==> src/rtl/pwm_frame_scheduler.sv <==
// pwm_frame_scheduler: double-buffered duty bank serialised into the PWM loader.
// Optional wait-state watchdog: define PWM_SCHED_WDOG_EN.
module pwm_frame_scheduler #(
  parameter int STAGE       = 8,
  parameter int DWIDTH      = 8,
  parameter int BEAT_CYCLES = 32,
  parameter int GAP_CYCLES  = 4,
  parameter int WDOG_CYCLES = 1024
) (
  input  logic                     clk,
  input  logic                     rst_n,
  input  logic                     enable,
  input  logic                     cfg_we,
  input  logic [$clog2(STAGE)-1:0] cfg_addr,
  input  logic [DWIDTH-1:0]        cfg_wdata,
  input  logic                     commit,
  input  logic                     pwm_busy,
  output logic                     pwm_start,
  output logic [DWIDTH-1:0]        pwm_data,
  output logic                     pwm_data_vld,
  output logic                     frame_done,
  output logic [15:0]              frame_cnt,
  output logic                     commit_pending,
  output logic                     sched_err
);

  localparam int AW = $clog2(STAGE);
  localparam int CW = (BEAT_CYCLES > 1) ? $clog2(BEAT_CYCLES) : 1;
  localparam int GW = (GAP_CYCLES > 1) ? $clog2(GAP_CYCLES) : 1;

  localparam logic [AW-1:0] BEAT_LAST = AW'(STAGE - 1);
  localparam logic [CW-1:0] CYC_LAST  = CW'(BEAT_CYCLES - 1);
  localparam logic [GW-1:0] GAP_LAST  = GW'(GAP_CYCLES - 1);

  typedef enum logic [2:0] {
    S_IDLE,
    S_LOAD,
    S_WAIT_ACT,
    S_WAIT_DONE,
    S_GAP
  } state_t;

  // With no gap the frame end drops straight back to IDLE
  localparam state_t S_POST = (GAP_CYCLES == 0) ? S_IDLE : S_GAP;

  state_t            state_q;
  logic [AW-1:0]     beat_q;
  logic [CW-1:0]     cyc_q;
  logic [GW-1:0]     gap_q;
  logic [DWIDTH-1:0] shadow_q [STAGE];
  logic [DWIDTH-1:0] active_q [STAGE];
  logic              pend_q;
  logic              pend_d;
  logic              start_q;
  logic              vld_q;
  logic              done_q;
  logic [DWIDTH-1:0] data_q;
  logic [15:0]       cnt_q;
  logic              apply;
  logic              nonzero;

`ifdef PWM_SCHED_WDOG_EN
  localparam int WW = (WDOG_CYCLES > 1) ? $clog2(WDOG_CYCLES) : 1;
  localparam logic [WW-1:0] WD_LAST = WW'(WDOG_CYCLES - 1);
  logic [WW-1:0] wd_q;
  logic          err_q;
`else
  localparam int unused_wdog_cycles = WDOG_CYCLES;
`endif

  assign apply  = (state_q == S_IDLE) && enable && pend_q;
  assign pend_d = commit || (pend_q && !apply);

  always_comb begin
    nonzero = 1'b0;
    for (int i = 0; i < STAGE; i++) begin
      nonzero = nonzero | (|active_q[i]);
    end
  end

  always_ff @(posedge clk or negedge rst_n) begin
    if (!rst_n) begin
      for (int i = 0; i < STAGE; i++) shadow_q[i] <= '0;
      pend_q <= 1'b0;
    end else begin
      if (cfg_we && (int'(cfg_addr) < STAGE)) begin
        shadow_q[cfg_addr] <= cfg_wdata;
      end
      pend_q <= pend_d;
    end
  end

  always_ff @(posedge clk or negedge rst_n) begin
    if (!rst_n) begin
      state_q <= S_IDLE;
      beat_q  <= '0;
      cyc_q   <= '0;
      gap_q   <= '0;
      start_q <= 1'b0;
      vld_q   <= 1'b0;
      done_q  <= 1'b0;
      data_q  <= '0;
      cnt_q   <= '0;
      for (int i = 0; i < STAGE; i++) active_q[i] <= '0;
`ifdef PWM_SCHED_WDOG_EN
      wd_q    <= '0;
      err_q   <= 1'b0;
`endif
    end else begin
      done_q <= 1'b0;
      unique case (state_q)
        S_IDLE: begin
          if (enable) begin
            state_q <= S_LOAD;
            beat_q  <= '0;
            cyc_q   <= '0;
            start_q <= 1'b1;
            vld_q   <= 1'b1;
            data_q  <= pend_q ? shadow_q[0] : active_q[0];
            if (pend_q) active_q <= shadow_q;
          end
        end
        S_LOAD: begin
          if (cyc_q == CYC_LAST) begin
            cyc_q   <= '0;
            start_q <= 1'b0;
            if (beat_q == BEAT_LAST) begin
              vld_q  <= 1'b0;
              data_q <= '0;
              if (nonzero) begin
                state_q <= S_WAIT_ACT;
`ifdef PWM_SCHED_WDOG_EN
                wd_q    <= '0;
`endif
              end else begin
                done_q  <= 1'b1;
                cnt_q   <= cnt_q + 1'b1;
                gap_q   <= '0;
                state_q <= S_POST;
              end
            end else begin
              beat_q <= beat_q + 1'b1;
              data_q <= active_q[beat_q + 1'b1];
            end
          end else begin
            cyc_q <= cyc_q + 1'b1;
          end
        end
        S_WAIT_ACT: begin
          if (pwm_busy) begin
            state_q <= S_WAIT_DONE;
`ifdef PWM_SCHED_WDOG_EN
            wd_q    <= '0;
          end else if (wd_q == WD_LAST) begin
            err_q   <= 1'b1;
            start_q <= 1'b0;
            vld_q   <= 1'b0;
            gap_q   <= '0;
            state_q <= S_POST;
          end else begin
            wd_q <= wd_q + 1'b1;
`endif
          end
        end
        S_WAIT_DONE: begin
          if (!pwm_busy) begin
            done_q  <= 1'b1;
            cnt_q   <= cnt_q + 1'b1;
            gap_q   <= '0;
            state_q <= S_POST;
`ifdef PWM_SCHED_WDOG_EN
          end else if (wd_q == WD_LAST) begin
            err_q   <= 1'b1;
            start_q <= 1'b0;
            vld_q   <= 1'b0;
            gap_q   <= '0;
            state_q <= S_POST;
          end else begin
            wd_q <= wd_q + 1'b1;
`endif
          end
        end
        S_GAP: begin
          if (gap_q == GAP_LAST) begin
            state_q <= S_IDLE;
          end else begin
            gap_q <= gap_q + 1'b1;
          end
        end
        default: state_q <= S_IDLE;
      endcase
    end
  end

  assign pwm_start      = start_q;
  assign pwm_data       = data_q;
  assign pwm_data_vld   = vld_q;
  assign frame_done     = done_q;
  assign frame_cnt      = cnt_q;
  assign commit_pending = pend_q;

`ifdef PWM_SCHED_WDOG_EN
  assign sched_err = err_q;
`else
  assign sched_err = 1'b0;
`endif

endmodule

==> config.mk <==
export PLATFORM = sky130hd
export DESIGN_NAME = pwm_frame_scheduler
export DESIGN_NICKNAME = d
export VERILOG_FILES = /design/src/rtl/pwm_frame_scheduler.sv
export SDC_FILE = /design/constraint.sdc
export NUM_CORES = 1
export LEC_CHECK = 0
export ABC_AREA = 1
export BUFFER_PORTS_ARGS = -buffer_cell sky130_fd_sc_hd__clkbuf_2
export CAP_MARGIN = 20
export CORE_MARGIN = 3
export CORE_UTILIZATION = 44
export CTS_BUF_LIST = sky130_fd_sc_hd__clkbuf_16
export CTS_CLUSTER_SIZE = 8
export DETAILED_ROUTE_END_ITERATION = 10
export GPL_TIMING_DRIVEN = 0
export PLACE_DENSITY = 0.72
export SLEW_MARGIN = 5
export SYNTH_ARGS = -nofsm -noshare
export SYNTH_HDL_FRONTEND = slang
export SYNTH_SLANG_ARGS = --single-unit
export TNS_END_PERCENT = 1
==> constraint.sdc <==
create_clock -name clk -period 3.2 [get_ports clk]
set_input_delay 0 -clock clk [delete_from_list [all_inputs] [get_ports clk]]
set_output_delay 0 -clock clk [all_outputs]
set_load 0.01 [all_outputs]
After elaboration in Yosys (flattened, before gate mapping)
Index checks and enable logic that the tools add are counted. W data, S select, Z words.

Bits in registers: 169.

$add $sub $neg: 4. $lt $le $gt $ge: 3. Equal/unequal tests: 16. Multiplexer cells: 48. Bitwise logic cells: 9. Reduce and logical (&&, ||, !) cells: 26.

Operators by type and width (number): $bwmux W64 (1); $mux W16 (4); $reduce_or A8 Y1 (8); $mux W8 (7); $pmux W16 S2 (1); $mux W3 (10); $bmux W8 S3 (1); $demux W8 S3 (1); $ne A2 B2 Y1 const B (9); $add A16 B1 Y16 const B (1); $pmux W8 S2 (1); $pmux W3 S5 (1); $reduce_and A6 Y1 (2); $mux W2 (5); $mux W5 (2); $pmux W5 S2 (1); $ge A4 B4 Y1 const B (2); $mux W1 (8); $not A3 Y4 (2); $reduce_and A4 Y1 (2); $or A1 B1 Y1 (7); $eq A3 B2 Y1 const B (2); $eq A3 B3 Y1 const B (2); $pmux W1 S2 (3); 18 further kinds (23).

Depth between registers and ports, before layout
Gate-level depths: netlist of run 1.

Depth after elaboration: 12. Gate-level depth with buffers: 12.

Worst setup path after synthesis of run 1
Ideal clock, no wire load.

Path kind: reg2reg. From: reg beat_q[0]. To: reg data_q[7], in the netlist pwm_data[7]. Data arrival time: 1.580 ns. Required time: 3.118 ns. Setup slack: 1.538 ns. Stages on the path, launching flop included: 8. Buffers on the path: 1. Cell sequence: dfrtp_1 -> ha_1 -> ha_1 -> buf_1 -> clkinv_1 -> nand3_1 -> nand3_1 -> a31oi_1.

Cells in the longest elaborated chain, start to end: 8. Elaborated cells on any way between the ends: 9. Those cells by class: add/sub: 1; eq/ne: 1; mux: 6; bitwise: 1.

Ends and longest elaborated chain: from (decl) (line 47) `logic [AW-1:0] beat_q;`; from (signal assigned) (line 142) `beat_q <= beat_q + 1'b1;`; $add A3 B1 Y3 (line 143) `data_q <= active_q[beat_q + 1'b1];`; $not A3 Y4 (not written as such) (line 143); $bmux W8 S3 (line 143); $mux W8 (not written as such) (2 in series) (line 143); $mux W8 * (line 127) `if (beat_q == BEAT_LAST) begin`; $mux W8 * (line 124) `if (cyc_q == CYC_LAST) begin`; $pmux W8 S2 * (line 111) `unique case (state_q)`; to (signal assigned) (line 119) `data_q <= pend_q ? shadow_q[0] : active_q[0];`; to (signal assigned) (line 143); to (decl) (line 57) `logic [DWIDTH-1:0] data_q;`.

Mark *: on every way between the ends. The rest lies on a longest branch, timed or not. The select of a mux whose other input is x is not followed. A chain may end at the register's enable or synchronous reset.

Worst setup path in the final report of run 1
From: reg beat_q[0]. To: reg data_q[5], in the netlist pwm_data[5].

Same word-level chain as after synthesis.

==> key figures, run 1 <==
Min path
  – Hold_sp: cfg_addr[0]
  – Hold path cells: 5
  – Hold Path Class: input port to flop
  – Worst Hold End: shadow_q[26]

Clocking
  – Worst-skew pair later-pin latency: 0.43 ns
  – Root Driver: clkbuf_16
  – Num CTS Buffers: 17
  – TritonCTS clock tree: built
  – CTS H-tree lvls: 4
  – Cts hold-fix bufs: 12
  – Post-CTS setup buffer count: 0
  – Clock slew at reported path FFs: 0.06 ns
  – CTS sink cnt: 169
  – Post-cts resize count: 0
  – Maximum clock insertion buffer count: 2

Worst setup path
  – Critical Path, Cell by Cell: ha_1, ha_1, buf_1, clkinv_1, o211ai_1, nand4_1, nand4_1
  – Worst-path maximum fanout: 9
  – CP delay by family, top: buffers and inverters
  – Worst R2R Setup Slack: 1.09 ns
  – CP Depth: 7
  – Buffers & Inverters on Critical Path: 2
  – Slowest stage delay, CP: 0.39 ns
  – Worst reg2reg path depth: 7
  – Crit-path slowest cell: dfrtp_1
  – Startpoint Class: flop
  – Launching point of the worst reg2reg path: beat_q[0]
  – RR Endpoint: pwm_data[5]
  – CP arrival: 2.48 ns
  – CP Capture Type: flop
  – CP Class: flop to flop
  – Critical path required time: 3.57 ns

Routing
  – Vias per cell: 5.17
  – Starting DRC count in detailed routing: 474
  – Top Layer Used: met4
  – Metal-1 WL: 8640 um
  – Post-route DRC: 0
  – Routed len/inst: 15.4 um
  – Vias: 6393
  – Antenna-violating nets left: 0
  – First-pass DRT Iterations: 5
  – WL final: 19000 um
  – Met3 Wirelength: 1030 um
  – Met2 WL: 8930 um

Power and ir drop
  – Power per cell area: 890 nW/um^2
  – VDD IR max: 0.390 mV
  – Static leakage: 4.36 nW

Cells and area
  – Diodes inserted: 0
  – # fillers: 1595
  – Register Area: 4230 um^2
  – Post-Layout Inst Area: 8860 um^2
  – Fraction of layout cells with a size suffix above 1: 10.2%
  – Area of the multi-input gates: 2990 um^2
  – Nets: 1026
  – Area growth, synth to finish: 15.5%

Placed design
  – Setup WS pre-CTS: 1.14 ns
  – DPL Wire Length: 13500 um
  – IO buf count: 44
  – DP Area: 8210 um^2
  – Final Wtd Congestion: 0.913

Synth
  – Synth Area in Compound Gates: 11.5%
  – Synthesized area: 7670 um^2
  – Most frequent cell after synthesis: nand2_1
  – Area contributors post-synth: dfrtp_1, nand2_1, o21ai_0
  – Largest family of logic cells by synthesized area: simple AND/OR/NAND/NOR gates
  – Post-Synth Simple-Gate Area: 24.7%
  – Synthesized area per cell: 8.28 um^2
  – Synth Net Count: 950
  – Cells after Synth: 927
  – Yosys top cell by area: dfrtp_1
  – Warnings from Yosys: 0
  – Post-synthesis mux area share: 0%
  – Number of flops mapped to enable cells by yosys: 0
  – Ys async rst share: 100%
  – Synth cell types: 32
  – Post-synthesis register bit count: 169
  – Sequential cell area fraction in the yosys report: 55.1%
  – XOR/XNOR Fraction of Synth Area: 1.71%
  – Primary FF master, synth: dfrtp_1
  – Commonest cells post-synth: nand2_1, dfrtp_1, o21ai_0
  – Synth top area share: 55.1%
  – Post-synthesis adder-cell area fraction: 0.978%

STA
  – Final setup fails: 0
  – Setup Total Neg Slack: 0 ns
  – Least-Margin Pin Slew: 0.936 ns
  – Post-route clock period utilization: 65.9%
  – RSZ-0062 raised after global routing: no
  – Fmax: 474 MHz
  – Final hold slack: 0.0671 ns
  – Clock skew: 0.00708 ns
  – Final max-slew violation count: 0
  – Fin. Hold Viols: 0
  – Max-slew headroom: 37.1%
  – Fin crit period: 2.11 ns
  – Final WS setup: 1.09 ns

Global route
  – Gr ovfl total: 0
  – Vias in the first global route: 6102
  – Largest net degree at the start of global routing: 102
  – First-pass GRT wire length: 31500 um
  – GRT Total Usage: 20.5%
  – Antenna violations before repair: 0

Run
  – Maxcap violations: 0

Floorplan
  – Initial core utilization: 45.6%
  – Io pins: 46
  – Die area: 19100 um^2
  – Die X: 138 um
  – Die Y: 138 um
  – Core Area: 16800 um^2
  – Rows: 47

Status
  – Status: finished clean
==> worst register-to-register path, stage by stage, from the launching register on <==
cell,delay (ns)
dfrtp_1,0.39
ha_1,0.20
ha_1,0.27
buf_1,0.32
clkinv_1,0.36
o211ai_1,0.24
nand4_1,0.16
nand4_1,0.11
==> stage by stage <==
step	total power [W]	instances	utilization, %
after floorplan	0.00511	927	-
after global placement	0.00590	1191	48.6
after detailed placement	0.00598	1192	48.8
after CTS	0.00791	1236	52.7
after global routing	0.00847	1236	52.7
final	0.00789	1236	52.7
==> report_power, final <==
part / internal, W / leakage (nW) / switching (W)
Clock: 0.00105 / 0.258 / 0.000847
Combinational: 0.000931 / 1.94 / 0.00165
Sequential: 0.00282 / 2.16 / 0.000584
==> how the worst max path moves through the flow <==
| stage | start | to | slack, ns |
|---|---|---|---|
| floorplan | beat_q[0] | pwm_data[7] | 1.54 |
| global placement | rst_n | shadow_q[32] | -0.90 |
| detailed placement | beat_q[0] | pwm_data[6] | 1.14 |
| CTS | beat_q[0] | pwm_data[6] | 1.10 |
| global route | beat_q[0] | pwm_data[6] | 0.97 |
| finish | beat_q[0] | pwm_data[5] | 1.09 |
==> cell usage in the layout (no fill, tap or decap), drive strengths merged <==
cell | synthesis | final
nand2 | 314 | 314
dfrtp | 169 | 169
o21ai | 134 | 134
nor2 | 97 | 97
clkbuf | 21 | 82
inv | 62 | 63
nand3 | 28 | 28
nand4 | 19 | 19
buf | 18 | 19
o211ai | 16 | 16
xor2 | 15 | 15
dlygate4sd3 | 0 | 12
a21oi | 11 | 11
clkinv | 2 | 11
nor3 | 8 | 8
ha | 6 | 6
clkinvlp | 0 | 4
a32o | 2 | 2
o21bai | 1 | 1
or2 | 1 | 1
a31oi | 1 | 1
o22ai | 1 | 1
conb | 1 | 1
bufinv | 0 | 1
==> cell families (layout without fill, tap and decap cells) <==
kind of cell,count (synthesis),in the layout
XOR/XNOR,15,15
AND/OR/NAND/NOR,467,467
buffers and inverters,103,192
AO/OA/AOI/OAI,166,166
adder cells (fa/ha/maj),6,6
flip-flops,169,169
other,1,1
==> per-layer routing <==
metal	up-vias	track usage, %
met4	0	7.33
met1	3037	28.5
met5	-	0
li1	3146	-
met3	32	3.87
met2	178	32.6
==> registers in the layout, indices dropped and copies added (netlist names), 2 cells and up <==
name	cells
active_q	64
beat_q	3
cyc_q	5
frame_cnt	16
gap_q	2
pwm_data	8
shadow_q	64
state_q	3
==> cell type report <==
class / count / area share, %
Buffer: 39 / 2.31
Clock buffer: 17 / 4.80
Clock inverter: 15 / 1.27
Tap cell: 220 / 3.11
Timing Repair Buffer: 57 / 4.25
Inverter: 64 / 2.78
Multi-Input combinational cell: 655 / 33.8
Sequential cell: 169 / 47.7
(Power assumes the default switching activity.)
==> run 2: changes to the inputs <==
clock period = 2.1 ns   (was 3.2 ns; I/O delays follow)
==> key figures, run 2 (same netlist as run 1, synthesis figures left out) <==
Worst setup path
  – Slowest stage delay, CP: 0.42 ns
  – Startpoint Class: flop
  – Worst-path maximum fanout: 10
  – RR Endpoint: pwm_data[1]
  – Critical path's most frequent cell: nand4_1
  – CP arrival: 2.33 ns
  – Worst reg2reg path depth: 6
  – Launching point of the worst reg2reg path: beat_q[0]
  – Critical Path, Cell by Cell: ha_1, clkbuf_1, o21ai_0, o211ai_1, nand4_1, nand4_1
  – CP Class: flop to flop
  – Critical path required time: 2.47 ns
  – Crit path from: beat_q[0]
  – CP Capture Type: flop
  – Worst R2R Setup Slack: 0.14 ns
  – CP Capture Point: pwm_data[1]
  – Crit-path slowest cell: ha_1

Clocking
  – Worst-skew pair later-pin latency: 0.43 ns
  – CTS H-tree lvls: 4
  – Num CTS Buffers: 17
  – Clock slew at reported path FFs: 0.06 ns
  – Maximum clock insertion buffer count: 2
  – TritonCTS clock tree: built
  – CTS sink cnt: 169
  – Root Driver: clkbuf_16

Floorplan
  – Die X: 138 um
  – Rows: 47
  – Die area: 19100 um^2
  – Core Area: 16800 um^2
  – Io pins: 46
  – Die Y: 138 um
  – Initial core utilization: 45.6%

STA
  – Least-Margin Pin Slew: 0.947 ns
  – Max-slew headroom: 36.4%
  – Fin. Hold Viols: 0
  – Post-route clock period utilization: 93.3%
  – RSZ-0062 raised after global routing: no
  – Fmax: 510 MHz
  – Final setup fails: 0
  – Clock skew: 0.00536 ns
  – Final WS setup: 0.140 ns
  – Final max-slew violation count: 0
  – Fin crit period: 1.96 ns
  – Final hold slack: 0.0697 ns

Global route
  – Antenna violations before repair: 0
  – Largest net degree at the start of global routing: 102
  – Vias in the first global route: 6102
  – First-pass GRT wire length: 31500 um
  – GRT Total Usage: 20.5%
  – Gr ovfl total: 0

Power and ir drop
  – Comb power frac: 32.8%
  – Static leakage: 4.36 nW
  – Sequential fraction of design power: 43.2%
  – Design Power: 0.0120 W
  – Power per cell area: 1360 nW/um^2
  – Pint: 0.00733 W
  – VDD IR max: 0.594 mV
  – Clock power share: 24.1%
  – Switching part of the total: 39.1%
  – Switching pwr: 0.00472 W

Routing
  – Routed len/inst: 15.4 um
  – Starting DRC count in detailed routing: 491
  – First-pass DRT Iterations: 6
  – Antenna-violating nets left: 0
  – WL final: 19100 um
  – Post-route DRC: 0
  – Vias per cell: 5.19
  – Vias: 6412

Placed design
  – DPL Wire Length: 13500 um
  – IO buf count: 44
  – Final Wtd Congestion: 0.913
  – DP Area: 8210 um^2
  – Setup WS pre-CTS: 0.0424 ns

Cells and area
  – Nets: 1025
  – Commonest non-fill, non-tap cells in the layout: nand2_1, dfrtp_1, o21ai_0, nor2_1, inv_1
  – Post-Layout Inst Area: 8870 um^2
  – Final core occ: 52.7%
  – Commonest non-fill, non-tap cell in the layout: nand2_1
  – Area growth, synth to finish: 15.6%
  – Fraction of layout cells with a size suffix above 1: 10.5%
  – Diodes inserted: 0

Min path
  – Hold Path Class: input port to flop

Status
  – Status: finished clean

Run
  – Maxcap violations: 0
==> run 2: per-stage QoR <==
stage,cells,setup TNS (ns)
2_1_floorplan,927,0
5_1_grt,1235,0
4_1_cts,1236,0
3_3_place_gp,1191,-334.73
6_report,1235,0
3_5_place_dp,1192,0
==> run 2: layout make-up <==
class                           count  area, um^2
Sequential cell                   169        4230
Clock inverter                     15         113
Fill cell                        1595        7950
Tap cell                          220         275
Multi-Input combinational cell    655        3000
Inverter                           64         250
Clock buffer                       17         425
Timing Repair Buffer               57         377
Buffer                             38         203
==> run 2: worst min path at each step <==
stage	start	to	slack, ns	cells after the start
2_1_floorplan	rst_n	active_q[0]	-0.30	0
3_3_place_gp	commit	commit_pending	0.21	2
3_5_place_dp	rst_n	cyc_q[2]	0.04	1
4_1_cts	cfg_addr[2]	shadow_q[34]	0.06	5
5_1_grt	cfg_addr[0]	shadow_q[1]	0.13	5
6_report	cfg_addr[0]	shadow_q[26]	0.07	5
==> run 2: power groups by stage <==
stage               Clock (W)  Combinational (W)  Sequential, W
finish                0.00290            0.00395        0.00520
global route          0.00306            0.00453        0.00532
CTS                   0.00293            0.00394        0.00518
detailed placement          0            0.00390        0.00522
global placement            0            0.00379        0.00520
floorplan                   0            0.00282        0.00497
==> run 2: worst max-delay path, delay by kind of cell (launching register included) <==
family | cells | cell delay, ns
adder cells (fa/ha/maj) | 1 | 0.42
AO/OA/AOI/OAI | 2 | 0.48
buffers and inverters | 1 | 0.34
AND/OR/NAND/NOR | 2 | 0.28
flip-flops | 1 | 0.39
==> run 2: layer usage <==
metal / vias up / share of wire [%] / GRT usage (%)
met1: 3048 / 46 / 28.5
met4: 0 / 2.4 / 7.33
li1: 3142 / - / -
met3: 36 / 5.0 / 3.87
met5: - / 0 / 0
met2: 186 / 47 / 32.6
==> run 2: what timing repair did <==
| action | CTS | global route |
|---|---|---|
| resized for setup | 0 | 4 |
| endpoints found under the hold margin | 83 | 0 |
| endpoints found under the setup margin | 0 | 10 |
| setup buffers | 0 | 0 |
| hold buffers | 12 | 0 |
==> run 3: changes to the inputs <==
ABC_AREA = unset   (was 1)
==> key figures, run 3 <==
Routing
  – Post-route DRC: 0
  – First-pass DRT Iterations: 5
  – Routed len/inst: 20.3 um
  – Starting DRC count in detailed routing: 293
  – Vias per cell: 5.77
  – Vias: 4688
  – Antenna-violating nets left: 0
  – WL final: 16500 um

Clocking
  – Num CTS Buffers: 17
  – Clock slew at reported path FFs: 0.06 ns
  – Maximum clock insertion buffer count: 2
  – CTS sink cnt: 169
  – CTS H-tree lvls: 4
  – Worst-skew pair later-pin latency: 0.43 ns
  – TritonCTS clock tree: built
  – Root Driver: clkbuf_16

Cells and area
  – Commonest non-fill, non-tap cells in the layout: dfrtp_1, mux2_1, mux2_2, clkbuf_2, nand2_1
  – Post-Layout Inst Area: 8790 um^2
  – Area growth, synth to finish: 18.6%
  – Final core occ: 54.4%
  – Nets: 607
  – # fillers: 1274
  – Diodes inserted: 0
  – Fraction of layout cells with a size suffix above 1: 32.7%
  – Commonest non-fill, non-tap cell in the layout: dfrtp_1

Global route
  – First-pass GRT wire length: 26400 um
  – Antenna violations before repair: 0
  – Gr ovfl total: 0
  – GRT Total Usage: 18.8%
  – Largest net degree at the start of global routing: 110
  – Vias in the first global route: 4775

Floorplan
  – Initial core utilization: 45.8%
  – Core Area: 16200 um^2
  – Rows: 46
  – Die Y: 136 um
  – Die area: 18400 um^2
  – Io pins: 46
  – Die X: 136 um

Synth
  – Number of flops mapped to enable cells by yosys: 0
  – Commonest cells post-synth: dfrtp_1, mux2_1, mux2_2
  – Synthesized area per cell: 14.3 um^2
  – Synthesized area: 7410 um^2
  – Ys async rst share: 100%
  – Post-synthesis adder-cell area fraction: 1.01%
  – Post-Synth Simple-Gate Area: 7.53%
  – Synth top area share: 57.1%
  – Yosys top cell by area: dfrtp_1
  – Sequential cell area fraction in the yosys report: 57.1%
  – Synth Area in Compound Gates: 4.86%
  – Warnings from Yosys: 0
  – Largest family of logic cells by synthesized area: multiplexers
  – XOR/XNOR Fraction of Synth Area: 1.77%
  – Most frequent cell after synthesis: dfrtp_1
  – Area contributors post-synth: dfrtp_1, mux2_1, mux2_2
  – Cells after Synth: 518
  – Synth Net Count: 541
  – Primary FF master, synth: dfrtp_1
  – Post-synthesis register bit count: 169
  – Post-synthesis mux area share: 26.1%
  – Synth cell types: 52

Min path
  – Hold Path Class: input port to flop
  – Hold_sp: cfg_wdata[1]

Worst setup path
  – Launching point of the worst reg2reg path: active_q[35]
  – Worst R2R Setup Slack: -0.11 ns
  – CP Capture Type: flop
  – Slowest stage delay, CP: 0.46 ns
  – Critical path required time: 2.41 ns
  – CP Class: flop to flop
  – CP arrival: 2.52 ns
  – Startpoint Class: flop
  – Crit path from: active_q[35]
  – Crit-path slowest cell: or3_4
  – Worst-path maximum fanout: 4
  – Critical Path, Cell by Cell: nor4_2, nand4_1, or3_4, o31ai_4, mux2_1

Placed design
  – DP Area: 7920 um^2
  – DPL Wire Length: 11500 um
  – IO buf count: 40
  – Setup WS pre-CTS: -0.365 ns
  – Final Wtd Congestion: 0.865

STA
  – Final setup fails: 15
  – Final hold slack: 0.0143 ns
  – Fin. Hold Viols: 0
  – Final WS setup: -0.111 ns
  – Clock skew: 0.00912 ns
  – Final max-slew violation count: 0
  – Max-slew headroom: 41.1%
  – Fin crit period: 2.21 ns
  – Fmax: 452 MHz
  – RSZ-0062 raised after global routing: yes
  – Least-Margin Pin Slew: 0.878 ns
  – Post-route clock period utilization: 105%

Status
  – Failing checks: setup timing
  – Status: finished, violations left

Power and ir drop
  – VDD IR max: 0.894 mV
  – Power per cell area: 1240 nW/um^2
  – Static leakage: 3.96 nW
  – Design Power: 0.0109 W

Run
  – Maxcap violations: 0
[run 3: cell count changes after synthesis, sizes merged, moves of 14 or more]
cell,delta
o211ai,-14
nor4,+18
mux2,+132
inv,-59
mux4,+16
nor2,-84
o21ai,-120
nand3,-19
nand2,-291
[run 3: layout make-up]
class / instances / area (um^2) / share of cell area (%)
Clock buffer: 17 / 425 / 4.84
Inverter: 3 / 11.3 / 0.128
Buffer: 23 / 141 / 1.61
Multi-Input combinational cell: 322 / 3210 / 36.5
Timing Repair Buffer: 48 / 308 / 3.50
Tap cell: 216 / 270 / 3.07
Sequential cell: 169 / 4230 / 48.1
Clock inverter: 15 / 200 / 2.28
[run 3: layer usage]
metal	wire length [um]	vias to the layer above	GRT usage, %
met1	7600	2434	26.2
li1	-	2078	-
met5	0	-	0
met2	7700	151	29.2
met3	947	25	5.16
met4	235	0	5.21
[run 3: cell families after synthesis]
kind of cell             Yosys count
AO/OA/AOI/OAI                     45
XOR/XNOR                          15
adder cells (fa/ha/maj)            6
buffers and inverters             27
flip-flops                       169
multiplexers                     157
other                              1
AND/OR/NAND/NOR                   98
[run 3: critical path, delay by kind of cell (launching register included)]
family	cells	cell delay [ns]
flip-flops	1	0.42
AND/OR/NAND/NOR	3	1.02
multiplexers	1	0.36
AO/OA/AOI/OAI	1	0.28
[run 3: path summary, 6_finish.rpt]
kind / endpoint / depth (start not counted)
max: frame_cnt[1] / 5
min: shadow_q[25] / 2
max reg2reg: frame_cnt[1] / 5
min reg2reg: frame_cnt[15] / 1
max in group asynchronous: active_q[40] / 3
min in group asynchronous: cyc_q[2] / 2
[run 3: stage by stage]
step / cells / setup TNS (ns)
finish: 813 / -0.713
global route: 813 / -1.58
CTS: 813 / -0.490
detailed placement: 775 / -17.92
global placement: 774 / -309.81
floorplan: 518 / 0
[run 3: repair_timing]
item / 4_1_cts / 5_1_grt
resized for setup: 21 / 21
hold buffers: 6 / 0
pin swaps: 8 / 7
buffers inserted: 1 / 0
hold endpoints to repair: 66 / 0
setup endpoints to repair: 90 / 90
[run 3: where the power goes]
| part | switching [W] | leakage, nW | total (W) | internal (W) |
|---|---|---|---|---|
| clock network | 0.00129 | 0.308 | 0.00328 | 0.00199 |
| logic | 0.00112 | 1.50 | 0.00264 | 0.00153 |
| registers | 0.000860 | 2.15 | 0.00502 | 0.00416 |
| total | 0.00326 | 3.96 | 0.0109 | 0.00768 |
